<file path="config.mk">
export PLATFORM = sky130hd
export DESIGN_NAME = s2p_frame_ctrl_flat
export DESIGN_NICKNAME = d
export VERILOG_FILES = /design/src/rtl/s2p_frame_ctrl_if.sv /design/src/rtl/s2p_frame_ctrl.sv /design/src/flat_wrapper.sv
export SDC_FILE = /design/constraint.sdc
export NUM_CORES = 1
export LEC_CHECK = 0
export CAP_MARGIN = 20
export CORE_ASPECT_RATIO = 1.25
export CORE_UTILIZATION = 30
export DETAILED_ROUTE_END_ITERATION = 12
export SETUP_SLACK_MARGIN = 0.2
export SLEW_MARGIN = 10
export SYNTH_ARGS = -nofsm -noshare
export SYNTH_HDL_FRONTEND = slang
export SYNTH_SLANG_ARGS = --single-unit
</file>
<file path="constraint.sdc">
create_clock -name clk -period 8.9 [get_ports clk]
set_input_delay 1.335 -clock clk [delete_from_list [all_inputs] [get_ports clk]]
set_output_delay 1.335 -clock clk [all_outputs]
set_load 0.03 [all_outputs]
</file>
<file path="src/rtl/s2p_frame_ctrl_if.sv">
// Control and status bundle between a frame requester and the serial-to-parallel
// frame controller.
interface s2p_frame_ctrl_if #(
  parameter int PERIOD_W = 16
);
  logic                en;
  logic                start;
  logic                cont;
  logic [1:0]          ch_num;
  logic [PERIOD_W-1:0] frame_period;
  logic                err_clr;
  logic                data_valid;
  logic [3:0]          bit_cnt;
  logic [1:0]          ch_idx;
  logic                word_strobe;
  logic                frame_done;
  logic                busy;
  logic                overrun_err;

  modport master (
    output en, start, cont, ch_num, frame_period, err_clr,
    input  data_valid, bit_cnt, ch_idx, word_strobe, frame_done, busy, overrun_err
  );

  modport slave (
    input  en, start, cont, ch_num, frame_period, err_clr,
    output data_valid, bit_cnt, ch_idx, word_strobe, frame_done, busy, overrun_err
  );
endinterface

</file>
<file path="src/rtl/s2p_frame_ctrl.sv">
// Frame controller for a multi-channel serial ADC deserialiser: generates the
// active-low shift window, bit/channel indices, word strobes and frame pacing.
module s2p_frame_ctrl #(
  parameter int BITS_ADC   = 12,
  parameter int GAP_CYCLES = 2,
  parameter int PERIOD_W   = 16
) (
  input  logic              clk,
  input  logic              rst,
  s2p_frame_ctrl_if.slave   bus
);

  typedef enum logic [1:0] {IDLE, WAIT, SHIFT, GAP} state_t;

  localparam logic [3:0] LAST_BIT = 4'(BITS_ADC - 1);
  localparam logic [3:0] LAST_GAP = 4'(GAP_CYCLES - 1);

  state_t              state_q, state_d;
  logic [3:0]          bit_cnt_q, bit_cnt_d;
  logic [1:0]          ch_idx_q, ch_idx_d;
  logic [1:0]          ch_lat_q, ch_lat_d;
  logic [3:0]          gap_cnt_q, gap_cnt_d;
  logic [PERIOD_W-1:0] period_q, period_d;
  logic                data_valid_q, data_valid_d;
  logic                word_strobe_q, word_strobe_d;
  logic                frame_done_q, frame_done_d;
  logic                busy_q, busy_d;
  logic                overrun_q, overrun_d;
  logic                set_err;

  // elapsed = cycles since frame start including the current one; the next
  // frame is due once elapsed reaches frame_period (period 0 is always due).
  logic [PERIOD_W:0]   elapsed;
  logic                due;
  logic                late;

  assign elapsed = {1'b0, period_q} + {{PERIOD_W{1'b0}}, 1'b1};
  assign due     = ({1'b0, bus.frame_period} <= elapsed);
  assign late    = ({1'b0, bus.frame_period} <  elapsed);

  always_comb begin
    state_d   = state_q;
    ch_lat_d  = ch_lat_q;
    bit_cnt_d = '0;
    ch_idx_d  = '0;
    gap_cnt_d = '0;
    period_d  = (&period_q) ? period_q : period_q + 1'b1;
    set_err   = 1'b0;

    unique case (state_q)
      IDLE: begin
        if (bus.en && (bus.start || bus.cont)) begin
          state_d  = SHIFT;
          ch_lat_d = bus.ch_num;
          period_d = '0;
        end
      end
      WAIT: begin
        if (!bus.en || !bus.cont) begin
          state_d = IDLE;
        end else if (due) begin
          state_d  = SHIFT;
          ch_lat_d = bus.ch_num;
          period_d = '0;
        end
      end
      SHIFT: begin
        if (bit_cnt_q == LAST_BIT) begin
          if (ch_idx_q == ch_lat_q) begin
            state_d = GAP;
          end else begin
            ch_idx_d = 2'(ch_idx_q + 2'd1);
          end
        end else begin
          bit_cnt_d = bit_cnt_q + 4'd1;
          ch_idx_d  = ch_idx_q;
        end
      end
      GAP: begin
        if (gap_cnt_q == LAST_GAP) begin
          if (bus.en && bus.cont) begin
            // A period no longer than the frame restarts immediately; shorter is an overrun.
            if (due) begin
              state_d  = SHIFT;
              ch_lat_d = bus.ch_num;
              period_d = '0;
              set_err  = late;
            end else begin
              state_d = WAIT;
            end
          end else begin
            state_d = IDLE;
          end
        end else begin
          gap_cnt_d = gap_cnt_q + 4'd1;
        end
      end
      default: state_d = IDLE;
    endcase

    data_valid_d  = (state_d != SHIFT);
    word_strobe_d = (state_d == SHIFT) && (bit_cnt_d == LAST_BIT);
    frame_done_d  = (state_d == GAP) && (gap_cnt_d == LAST_GAP);
    busy_d        = (state_d == SHIFT) || (state_d == GAP);
    overrun_d     = set_err | (overrun_q & ~bus.err_clr);
  end

  always_ff @(posedge clk) begin
    if (rst) begin
      state_q       <= IDLE;
      bit_cnt_q     <= '0;
      ch_idx_q      <= '0;
      ch_lat_q      <= '0;
      gap_cnt_q     <= '0;
      period_q      <= '0;
      data_valid_q  <= 1'b1;
      word_strobe_q <= 1'b0;
      frame_done_q  <= 1'b0;
      busy_q        <= 1'b0;
      overrun_q     <= 1'b0;
    end else begin
      state_q       <= state_d;
      bit_cnt_q     <= bit_cnt_d;
      ch_idx_q      <= ch_idx_d;
      ch_lat_q      <= ch_lat_d;
      gap_cnt_q     <= gap_cnt_d;
      period_q      <= period_d;
      data_valid_q  <= data_valid_d;
      word_strobe_q <= word_strobe_d;
      frame_done_q  <= frame_done_d;
      busy_q        <= busy_d;
      overrun_q     <= overrun_d;
    end
  end

  assign bus.data_valid  = data_valid_q;
  assign bus.bit_cnt     = bit_cnt_q;
  assign bus.ch_idx      = ch_idx_q;
  assign bus.word_strobe = word_strobe_q;
  assign bus.frame_done  = frame_done_q;
  assign bus.busy        = busy_q;
  assign bus.overrun_err = overrun_q;

endmodule
</file>
<file path="src/flat_wrapper.sv">
// flat-port wrapper written by rule: the top's interface ports become plain ports
module s2p_frame_ctrl_flat 
#(
  parameter int BITS_ADC   = 12,
  parameter int GAP_CYCLES = 2,
  parameter int PERIOD_W   = 16
)
  (clk, rst, bus_en, bus_start, bus_cont, bus_ch_num, bus_frame_period, bus_err_clr, bus_data_valid, bus_bit_cnt, bus_ch_idx, bus_word_strobe, bus_frame_done, bus_busy, bus_overrun_err);
  s2p_frame_ctrl_if #(.PERIOD_W(PERIOD_W)) bus_i ();
  input  logic clk;
  input  logic rst;
  input wire logic [$bits(bus_i.en)-1:0] bus_en;
  input wire logic [$bits(bus_i.start)-1:0] bus_start;
  input wire logic [$bits(bus_i.cont)-1:0] bus_cont;
  input wire logic [$bits(bus_i.ch_num)-1:0] bus_ch_num;
  input wire logic [$bits(bus_i.frame_period)-1:0] bus_frame_period;
  input wire logic [$bits(bus_i.err_clr)-1:0] bus_err_clr;
  output wire logic [$bits(bus_i.data_valid)-1:0] bus_data_valid;
  output wire logic [$bits(bus_i.bit_cnt)-1:0] bus_bit_cnt;
  output wire logic [$bits(bus_i.ch_idx)-1:0] bus_ch_idx;
  output wire logic [$bits(bus_i.word_strobe)-1:0] bus_word_strobe;
  output wire logic [$bits(bus_i.frame_done)-1:0] bus_frame_done;
  output wire logic [$bits(bus_i.busy)-1:0] bus_busy;
  output wire logic [$bits(bus_i.overrun_err)-1:0] bus_overrun_err;
  assign bus_i.en = bus_en;
  assign bus_i.start = bus_start;
  assign bus_i.cont = bus_cont;
  assign bus_i.ch_num = bus_ch_num;
  assign bus_i.frame_period = bus_frame_period;
  assign bus_i.err_clr = bus_err_clr;
  assign bus_data_valid = bus_i.data_valid;
  assign bus_bit_cnt = bus_i.bit_cnt;
  assign bus_ch_idx = bus_i.ch_idx;
  assign bus_word_strobe = bus_i.word_strobe;
  assign bus_frame_done = bus_i.frame_done;
  assign bus_busy = bus_i.busy;
  assign bus_overrun_err = bus_i.overrun_err;
  s2p_frame_ctrl #(.BITS_ADC(BITS_ADC), .GAP_CYCLES(GAP_CYCLES), .PERIOD_W(PERIOD_W)) u_core (.clk(clk), .rst(rst), .bus(bus_i));
endmodule
</file>
==> results of run 1 <==
-- final cells by class --
cell class / instances / area, um2
repair buffers: 34 / 340
flip-flops and latches: 35 / 701
clock buffers: 7 / 76.3
multi-input cells: 171 / 1200
well taps: 85 / 106
clock inverters: 1 / 5.00
inverters: 9 / 33.8
fillers: 667 / 3780
-- worst max-delay path, stage by stage, from the launching register on --
cell and delay (ps):
dfxtp_1 410, ha_1 230, and4_2 310, and3_1 250
nand2_1 80, xor2_1 170, ha_1 330, nand4_1 120
nor2_1 210, a31oi_1 210, nor3b_1 220, o31ai_4 630
a21oi_1 90
-- logic make-up after synthesis --
logic type	count (synthesis)	synth area share [%]
fa+ha+maj	20	12.8
buf+inv	12	2.56
flops	35	35.9
compound gates	42	14.5
xor+xnor	21	9.42
simple gates	86	23.8
mux	2	1.03
-- metal layers --
layer	up-vias	global-route usage [%]	part of all wire [%]	routed length (um)
li1	846	-	-	-
met1	722	15.7	44	1750
met2	26	22.5	51	1990
met3	7	2.75	3.5	137
met4	0	6.73	1.5	59
met5	-	0	0	0
-- path summary, 6_finish.rpt --
check | depth (start not counted) | startpoint | slack, ps | endpoint
worst min-delay path | 2 | u_core.ch_lat_q[1] | 480 | u_core.ch_lat_q[1]
worst min register to register | 2 | u_core.ch_lat_q[1] | 480 | u_core.ch_lat_q[1]
worst max-delay path | 12 | u_core.period_q[0] | 5470 | u_core.period_q[3]
worst max register to register | 12 | u_core.period_q[0] | 5470 | u_core.period_q[3]
-- cells in the final DEF, fill, tap and decap left out, drive strengths merged --
master,synthesis,routed
nand2b,4,4
nand3,13,13
clkdlybuf4s50,0,34
clkbuf,1,7
o21a,1,1
nand4,6,6
o31ai,1,1
nor4,1,1
a21oi,25,25
o21ai,7,7
nor2,18,18
nor3,2,2
ha,20,20
or4b,1,1
o2111a,1,1
nor3b,5,5
a2111oi,1,1
nand2,20,20
o22ai,1,1
dfxtp,35,35
xor2,13,13
and3,3,3
a211oi,1,1
and2,3,3
or2,3,3
o221ai,1,1
and4,4,4
nor2b,3,3
a21boi,2,2
clkinv,0,1
mux2i,2,2
xnor2,8,8
a31oi,1,1
inv,9,9
-- registers in the layout, summed over array words and instances, names as in the netlist --
name	flops
u_core.period_q	16
u_core.bus.frame_done	1
u_core.ch_lat_q	2
u_core.bus.busy	1
u_core.bus.data_valid	1
u_core.state_q	2
u_core.bus.overrun_err	1
u_core.bus.ch_idx	2
u_core.gap_cnt_q	4
u_core.bus.word_strobe	1
u_core.bus.bit_cnt	4
-- power by group --
group | switching [mW] | leakage, nW | internal (mW)
logic | 0.0231 | 0.602 | 0.0246
registers | 0.00364 | 0.284 | 0.161
clock network | 0.0548 | 0.0422 | 0.0548
total | 0.0816 | 0.928 | 0.240
-- stage by stage --
step | std cells | total power [mW] | area [um2]
floorplan | 218 | 0.196 | 1950
global placement | 334 | 0.216 | 2380
detailed placement | 334 | 0.216 | 2380
CTS | 342 | 0.328 | 2460
global route | 342 | 0.340 | 2460
finish | 342 | 0.322 | 2460
==> out/metrics.csv, run 1 <==
stage,metric,value,unit
outcome,status,"finished, final reports clean",
synthesis,fraction of registers with async set/reset,0,%
sta,period utilization,38.5,%
sta,final hold viol count,0,
floorplanning,die area,6840,um2
critical_path,Startpoint Class,flip-flop,
finish,n_diodes,0,
placement,Port Buf Inserts,34,
power,Power per Cell Area,131,nW/um2
synthesis,"Avg Cell Area, Syn",8.96,um2
synthesis,syn_nets,262,
synthesis,Yosys top cell by area,dfxtp_1,
clock_network,"Clk pin slew, worst setup/hold paths",70,ps
drt,vias post-DR,1601,
sta,fmax,0.292,GHz
floorplanning,die height,92.2,um
sta,RSZ-0062 raised after global routing,false,
sta,Slew @ Worst Pin,655,ps
floorplanning,chip width,74.2,um
drt,DRT Wirelength,3.94,mm
sta,Worst Skew,3.25,ps
critical_path,WP data required,9040,ps
min_path,worst hold path class,reg -> reg,
floorplanning,core outline area,6250,um2
drt,DRC,0,
synthesis,number of flops mapped to enable cells by yosys,0,
sta,hold slack,480,ps
power,Leakage,0.928,nW
clock_network,Post-CTS Hold Fix Bufs,0,
finish,final net count,300,
sta,Final Max Slew Viols,0,
critical_path,CP Class,reg -> reg,
floorplanning,# rows,32,
clock_network,worst skew pair latency,290,ps
drt,DR iter-0 viols,66,
sta,setup slack after layout,5470,ps
clock_network,TritonCTS Sinks,35,
clock_network,root buf cell,clkbuf_8,
clock_network,CTS buffer count,5,
synthesis,total number of yosys warnings,0,
synthesis,synthesized area,1950,um2
clock_network,post-CTS resize count,0,
synthesis,Post-Synthesis Cells,218,
synthesis,sequential share of the synthesized area,35.9,%
synthesis,most common cell in the synthesized netlist,dfxtp_1,
finish,"Core Util, Final",39.5,%
critical_path,Worst Path Max Fanout,16,
synthesis,area fraction of the dominant cell type after synthesis,35.9,%
grt,Total Routing Usage GR,13.4,%
finish,area grow syn2layout,26.2,%
synthesis,most frequent cells after synthesis,"dfxtp_1 (35), a21oi_1 (25), ha_1 (20), nand2_1 (20), nor2_1 (18)",
clock_network,Setup Buffers After CTS,0,
synthesis,synthesized flop and latch total,35,
sta,post-layout minimum cycle time,3430,ps
drt,DR vias/cell,4.68,
synthesis,synth top area cells,"dfxtp_1 (36%), ha_1 (13%), a21oi_1 (6.4%)",
grt,global-route wire length before repair,6.98,mm
flow_run,MaxCap Viol Count,0,
grt,pin count of the biggest net entering global routing,19,
drt,Final ANT Viol Nets,0,
floorplanning,Ports,35,
critical_path,CP Capture Type,flip-flop,
grt,initial antenna violation count,0,
placement,pre-CTS setup slack,5150,ps
critical_path,critical path arrival,3570,ps
clock_network,H-tree depth,2,
clock_network,CTS Buffer Depth,2,
sta,setup TNS,0,ps
drt,drt pass-1 iters,4,
power,peak supply drop,73.9,uV
finish,proportion of layout cells with a drive suffix above 1,6.61,%
sta,Max-slew headroom,56.3,%
drt,wire per inst,11.5,um
sta,final setup vio count,0,
floorplanning,Initial Utilization,31.3,%
placement,Post-DP HPWL,3.06,mm
placement,Final Wtd Congestion,0.787,
grt,total gr overflow,0,
synthesis,Synth Flop Type,dfxtp_1,
grt,vias in the first global route,1599,
synthesis,post-synth cell types,39,
clock_network,CTS tree,yes,
Note: power is estimated with default switching activity, not from simulation.
==> run 2, diff against run 1 <==
==> constraint.sdc (replaced) <==
create_clock -name clk -period 2.8 [get_ports clk]
set_input_delay 0.42 -clock clk [delete_from_list [all_inputs] [get_ports clk]]
set_output_delay 0.42 -clock clk [all_outputs]
set_load 0.03 [all_outputs]
==> out/metrics.csv, run 2 (same netlist as run 1, synthesis figures left out) <==
stage,metric,value,unit,change
finish,# fillers,647,,-3.0%
sta,post-layout minimum cycle time,2810,ps,-617 ps
outcome,status,finished with violations,,
min_path,worst hold path class,reg -> reg,,
sta,hold slack,487,ps,+6.86 ps
sta,period utilization,100,%,+62 points
finish,"most common cell after layout, fill and taps aside",clkdlybuf4s50_1,,
power,Power per Cell Area,406,nW/um2,+210%
flow_run,MaxCap Viol Count,0,,unchanged
clock_network,TritonCTS Sinks,35,,unchanged
drt,DRC,0,,unchanged
grt,total gr overflow,0,,unchanged
sta,RSZ-0062 raised after global routing,true,,
sta,fmax,0.356,GHz,+22%
critical_path,"reg-to-reg slack, setup",-8,ps,-5480 ps
finish,proportion of layout cells with a drive suffix above 1,23.4,%,+17 points
critical_path,CP Class,reg -> reg,,
placement,Post-DP HPWL,3.45,mm,+13%
drt,DR iter-0 viols,75,,+14%
critical_path,Crit path max-delay family,simple AND/OR/NAND/NOR gates,,
sta,final setup vio count,1,,+1
drt,DR vias/cell,4.72,,+0.92%
critical_path,CP bufs+invs,0,,unchanged
finish,max reg flops,16,,unchanged
grt,Total Routing Usage GR,14.3,%,+0.86 points
sta,Final Max Slew Viols,0,,unchanged
floorplanning,Initial Utilization,31.3,%,unchanged
clock_network,CTS buffer count,5,,unchanged
floorplanning,core outline area,6250,um2,unchanged
power,Leakage,1.08,nW,+16%
finish,final net count,321,,+7.0%
sta,final hold viol count,0,,unchanged
critical_path,crit path cell chain,ha_4 -> and4_4 -> and3_4 -> nand3_4 -> xor2_2 -> ha_1 -> nand4_1 -> o221ai_2 -> a21oi_2 -> o22ai_2 -> or4b_4 -> a21oi_2,,
drt,drt pass-1 iters,4,,unchanged
grt,initial antenna violation count,0,,unchanged
drt,wire per inst,12.5,um,+9.0%
placement,Port Buf Inserts,34,,unchanged
power,Power Total,1.15,mW,+260%
drt,DRT Wirelength,4.55,mm,+16%
floorplanning,# rows,32,,unchanged
floorplanning,chip width,74.2,um,unchanged
clock_network,"Clk pin slew, worst setup/hold paths",70,ps,about the same
finish,n_diodes,0,,unchanged
critical_path,Crit-path slowest cell,or4b_4,,
finish,Finished Layout Cells,363,,+6.1%
sta,Worst Skew,6.92,ps,+3.68 ps
clock_network,root buf cell,clkbuf_8,,
placement,Final Wtd Congestion,0.776,,-1.4%
floorplanning,die height,92.2,um,unchanged
clock_network,worst skew pair latency,280,ps,about the same
finish,area grow syn2layout,44.8,%,
critical_path,critical path arrival,3020,ps,-550 ps
critical_path,WP data required,3010,ps,-6030 ps
sta,setup slack after layout,-8.35,ps,-5480 ps
power,peak supply drop,265,uV,+260%
clock_network,CTS tree,yes,,
finish,Largest Register,u_core.period_q,,
clock_network,H-tree depth,2,,unchanged
grt,vias in the first global route,1714,,+7.2%
placement,pre-CTS setup slack,-83.3,ps,-5240 ps
clock_network,CTS Buffer Depth,2,,unchanged
sta,Slew @ Worst Pin,631,ps,-23.8 ps
drt,vias post-DR,1715,,+7.1%
finish,"Core Util, Final",45.3,%,+5.8 points
grt,global-route wire length before repair,7.46,mm,+6.9%
grt,pin count of the biggest net entering global routing,19,,unchanged
critical_path,CP Capture Type,flip-flop,,
drt,Final ANT Viol Nets,0,,unchanged
critical_path,Startpoint Class,flip-flop,,
critical_path,CP most frequent cell,a21oi_2,,
outcome,failing checks,setup timing,,
floorplanning,die area,6840,um2,unchanged
sta,Max-slew headroom,57.5,%,+1.1 points
placement,Post-Place Cells,348,,+4.2%
critical_path,"slowest stage delay, CP",530,ps,-100 ps
critical_path,Worst Path Max Fanout,4,,-12
floorplanning,Ports,35,,unchanged
finish,most frequent cells in the layout,"clkdlybuf4s50_1 (34), dfxtp_1 (33), a21oi_1 (20)",,
run 2: cell count changes in the layout (fill, tap and decap cells not counted), sizes merged:
cell	before	now
buf	0	21
run 2: worst reg2reg max path, stage by stage (launching register included):
cell and delay [ps]:
dfxtp_4 370, ha_4 130, and4_4 230, and3_4 230, nand3_4 70, xor2_2 150, ha_1 330, nand4_1 150
o221ai_2 110, a21oi_2 190, o22ai_2 130, or4b_4 530, a21oi_2 120
run 2: worst paths after layout:
check / from / to / depth (start not counted)
max reg2reg: u_core.period_q[0] / u_core.bus.overrun_err / 12
min: u_core.ch_lat_q[1] / u_core.ch_lat_q[1] / 2
min reg2reg: u_core.ch_lat_q[1] / u_core.ch_lat_q[1] / 2
max: u_core.period_q[0] / u_core.bus.overrun_err / 12
run 2: report_power, final:
group,switching (mW),internal [mW]
Sequential,0.0128,0.512
Clock,0.183,0.252
Combinational,0.0880,0.102
Total,0.284,0.865
run 2: what timing repair did:
action                     in CTS  in global routing
pin swaps                       8                 12
setup endpoints to repair      23                 25
resized for setup              11                 12
hold buffers                    0                  0
setup buffers                   2                  5
run 2: metal layers:
| layer | GRT usage (%) | routed length, um |
|---|---|---|
| met1 | 15.9 | 1880 |
| met3 | 3.96 | 167 |
| met5 | 0 | 0 |
| met2 | 25.1 | 2460 |
| met4 | 5.13 | 48 |
run 2: per-stage QoR:
stage | cell area, um2 | setup TNS (ps)
floorplan | 2010 | 0
global placement | 2550 | -88.7
detailed placement | 2550 | -218
CTS | 2740 | 0
global route | 2830 | -2250
finish | 2830 | -8.35
run 2: final cells by class:
class / instances / area (um2) / share of cell area (%)
clock inverters: 1 / 5.00 / 0.177
inverters: 9 / 33.8 / 1.19
flip-flops and latches: 35 / 708 / 25.0
multi-input cells: 171 / 1350 / 47.8
clock buffers: 7 / 108 / 3.81
well taps: 85 / 106 / 3.76
repair buffers: 55 / 514 / 18.2
==> run 3, diff against run 2 <==
--- a/config.mk
+++ b/config.mk
@@ -6,9 +6,10 @@
 export NUM_CORES = 1
 export LEC_CHECK = 0
 export CAP_MARGIN = 20
-export CORE_ASPECT_RATIO = 1.25
+export CORE_ASPECT_RATIO = 1.75
 export CORE_UTILIZATION = 30
 export DETAILED_ROUTE_END_ITERATION = 12
+export HOLD_SLACK_MARGIN = 0.12
 export SETUP_SLACK_MARGIN = 0.2
 export SLEW_MARGIN = 10
 export SYNTH_ARGS = -nofsm -noshare
==> out/metrics.csv, run 3 (same netlist as run 1, synthesis figures left out) <==
stage,metric,value,unit,change
outcome,status,finished with violations,,
outcome,failing checks,setup timing,,
floorplanning,core outline area,6230,um2,-0.28%
clock_network,"Clk pin slew, worst setup/hold paths",70,ps,about the same
flow_run,MaxCap Viol Count,0,,unchanged
finish,area grow syn2layout,49.3,%,
power,Net Sw Frac,25.0,%,+0.33 points
grt,met2 GRT Util,31.5,%,+6.4 points
grt,total gr overflow,0,,unchanged
finish,"most common cell after layout, fill and taps aside",clkdlybuf4s50_1,,
drt,wire per inst,13.6,um,+8.2%
min_path,hold path depth,2,,unchanged
floorplanning,die area,6850,um2,+0.16%
clock_network,H-tree depth,2,,unchanged
sta,final setup vio count,17,,+16
drt,DRC,0,,unchanged
drt,vias post-DR,1742,,+1.6%
critical_path,Crit path max-delay family,simple AND/OR/NAND/NOR gates,,
drt,drt pass-1 iters,4,,unchanged
critical_path,"reg-to-reg slack, setup",-50,ps,-40 ps
power,Gate power share,17.1,%,+0.6 points
finish,proportion of layout cells with a drive suffix above 1,28.9,%,+5.5 points
placement,Post-Place Cells,352,,+1.1%
sta,hold slack,473,ps,-14.0 ps
placement,Port Buf Inserts,34,,unchanged
finish,"Core Util, Final",46.8,%,+1.5 points
clock_network,root buf cell,clkbuf_8,,
floorplanning,Ports,35,,unchanged
power,Psw,0.279,mW,-1.6%
critical_path,crit path cell chain,ha_4 -> and4_4 -> and3_4 -> nand3_4 -> xor2_2 -> ha_1 -> a21oi_2 -> o221ai_2 -> a21oi_2 -> o22ai_2 -> or4b_1 -> a21oi_1,,
power,Leakage,1.12,nW,+3.8%
sta,Worst Skew,3.27,ps,-3.65 ps
critical_path,CP Class,reg -> reg,,
clock_network,Post-CTS Hold Fix Bufs,0,,unchanged
clock_network,CTS Buffer Depth,2,,unchanged
drt,DR iter-0 viols,31,,-59%
placement,Final Wtd Congestion,0.864,,+11%
critical_path,Levels on crit path,12,,unchanged
critical_path,CP Capture Type,flip-flop,,
grt,vias in the first global route,1764,,+2.9%
sta,fmax,0.351,GHz,-1.4%
sta,period utilization,102,%,+1.4 points
drt,DR vias/cell,4.79,,+1.3%
min_path,worst hold path class,reg -> reg,,
drt,Final ANT Viol Nets,0,,unchanged
critical_path,WP data required,3010,ps,about the same
grt,pin count of the biggest net entering global routing,19,,unchanged
finish,n_diodes,0,,unchanged
drt,DRT Wirelength,4.94,mm,+8.5%
power,power share of the clock group,36.0,%,-1.9 points
clock_network,CTS tree,yes,,
critical_path,CP bufs+invs,0,,unchanged
finish,Finished Layout Cells,364,,+0.28%
sta,setup slack after layout,-47.3,ps,-39.0 ps
sta,final hold viol count,0,,unchanged
sta,Slew @ Worst Pin,622,ps,-8.66 ps
power,peak supply drop,288,uV,+8.7%
critical_path,"slowest stage delay, CP",490,ps,-40 ps
clock_network,CTS buffer count,5,,unchanged
finish,design area,2920,um2,+3.1%
power,Power per Cell Area,383,nW/um2,-5.8%
grt,Total Routing Usage GR,15.0,%,+0.77 points
floorplanning,Initial Utilization,31.4,%,+0.088 points
critical_path,Crit-path slowest cell,or4b_1,,
grt,M1 GR Usage,13.4,%,-2.6 points
power,Power Total,1.12,mW,-2.9%
placement,Post-DP HPWL,3.88,mm,+12%
critical_path,CP most frequent cell,a21oi_2,,
sta,post-layout minimum cycle time,2850,ps,+39.0 ps
finish,final net count,327,,+1.9%
power,cell-internal power,0.836,mW,-3.3%
clock_network,worst skew pair latency,280,ps,about the same
floorplanning,# rows,38,,+19%
floorplanning,chip width,63.0,um,-15%
power,sequential share of power,46.9,%,+1.3 points
grt,busiest metal layer after global routing,met2,,
grt,GRT met3 Usage,2.82,%,-1.1 points
sta,Max-slew headroom,58.1,%,+0.58 points
sta,RSZ-0062 raised after global routing,true,,
finish,max reg flops,16,,unchanged
critical_path,Worst R2R Path Depth,12,,unchanged
finish,Largest Register,u_core.period_q,,
critical_path,critical path arrival,3060,ps,+40 ps
critical_path,Worst Path Max Fanout,4,,unchanged
sta,Final Max Slew Viols,0,,unchanged
clock_network,TritonCTS Sinks,35,,unchanged
floorplanning,die height,109,um,+18%
grt,initial antenna violation count,0,,unchanged
placement,placed inst area,2600,um2,+1.9%
critical_path,Startpoint Class,flip-flop,,
finish,most frequent cells in the layout,"clkdlybuf4s50_1 (34), dfxtp_1 (33), buf_4 (24)",,
grt,global-route wire length before repair,7.85,mm,+5.3%
==> run 3: cell count changes in the layout (fill, tap and decap cells not counted), sizes merged <==
cell,before,now
buf,21,27
clkbuf,7,8
clkinv,1,0
==> run 3: worst paths after layout <==
kind                                  to          startpoint
setup reg to reg  u_core.bus.overrun_err  u_core.period_q[1]
setup / recovery  u_core.bus.overrun_err  u_core.period_q[1]
hold reg to reg       u_core.ch_lat_q[1]  u_core.ch_lat_q[1]
hold / removal        u_core.ch_lat_q[1]  u_core.ch_lat_q[1]
==> run 3: power by group through the flow <==
stage          Clock, mW  Combinational [mW]  Sequential, mW
6_report           0.402               0.191           0.523
5_1_grt            0.429               0.208           0.525
4_1_cts            0.411               0.184           0.523
3_5_place_dp           0               0.174           0.535
3_3_place_gp           0               0.171           0.535
2_1_floorplan          0              0.0834           0.546
==> run 3: cell type report <==
type	instances	area, um2
multi-input cells	171	1420
inverters	9	33.8
repair buffers	61	554
well taps	80	100
flip-flops and latches	35	708
fillers	607	3310
clock buffers	8	100
==> run 3: tightest hold or removal path: cells and delay by family (launching register included) <==
| family | cells | cell delay, ps |
|---|---|---|
| DFF | 1 | 320 |
| and+or+nand+nor | 1 | 50 |
| muxes | 1 | 50 |
==> run 3: what timing repair did <==
action,4_1_cts,5_1_grt
endpoints found under the hold margin,0,0
setup endpoints to repair,25,25
gates resized for setup,19,22
pin swaps,2,5
setup buffers,2,2
==> run 3: metal layers <==
| layer | wire (um) | vias to the layer above |
|---|---|---|
| li1 | - | 891 |
| met1 | 1760 | 812 |
| met3 | 158 | 9 |
| met5 | 0 | - |
| met4 | 99 | 0 |
| met2 | 2920 | 30 |
==> run 3: metrics by stage <==
stage                     worst slack [ps]  setup TNS (ps)
final                                -47.3            -358
after global placement                -174           -1660
after detailed placement              -214           -2900
after global routing                  -180           -3020
after floorplan                        128               0
after CTS                            -36.7            -139
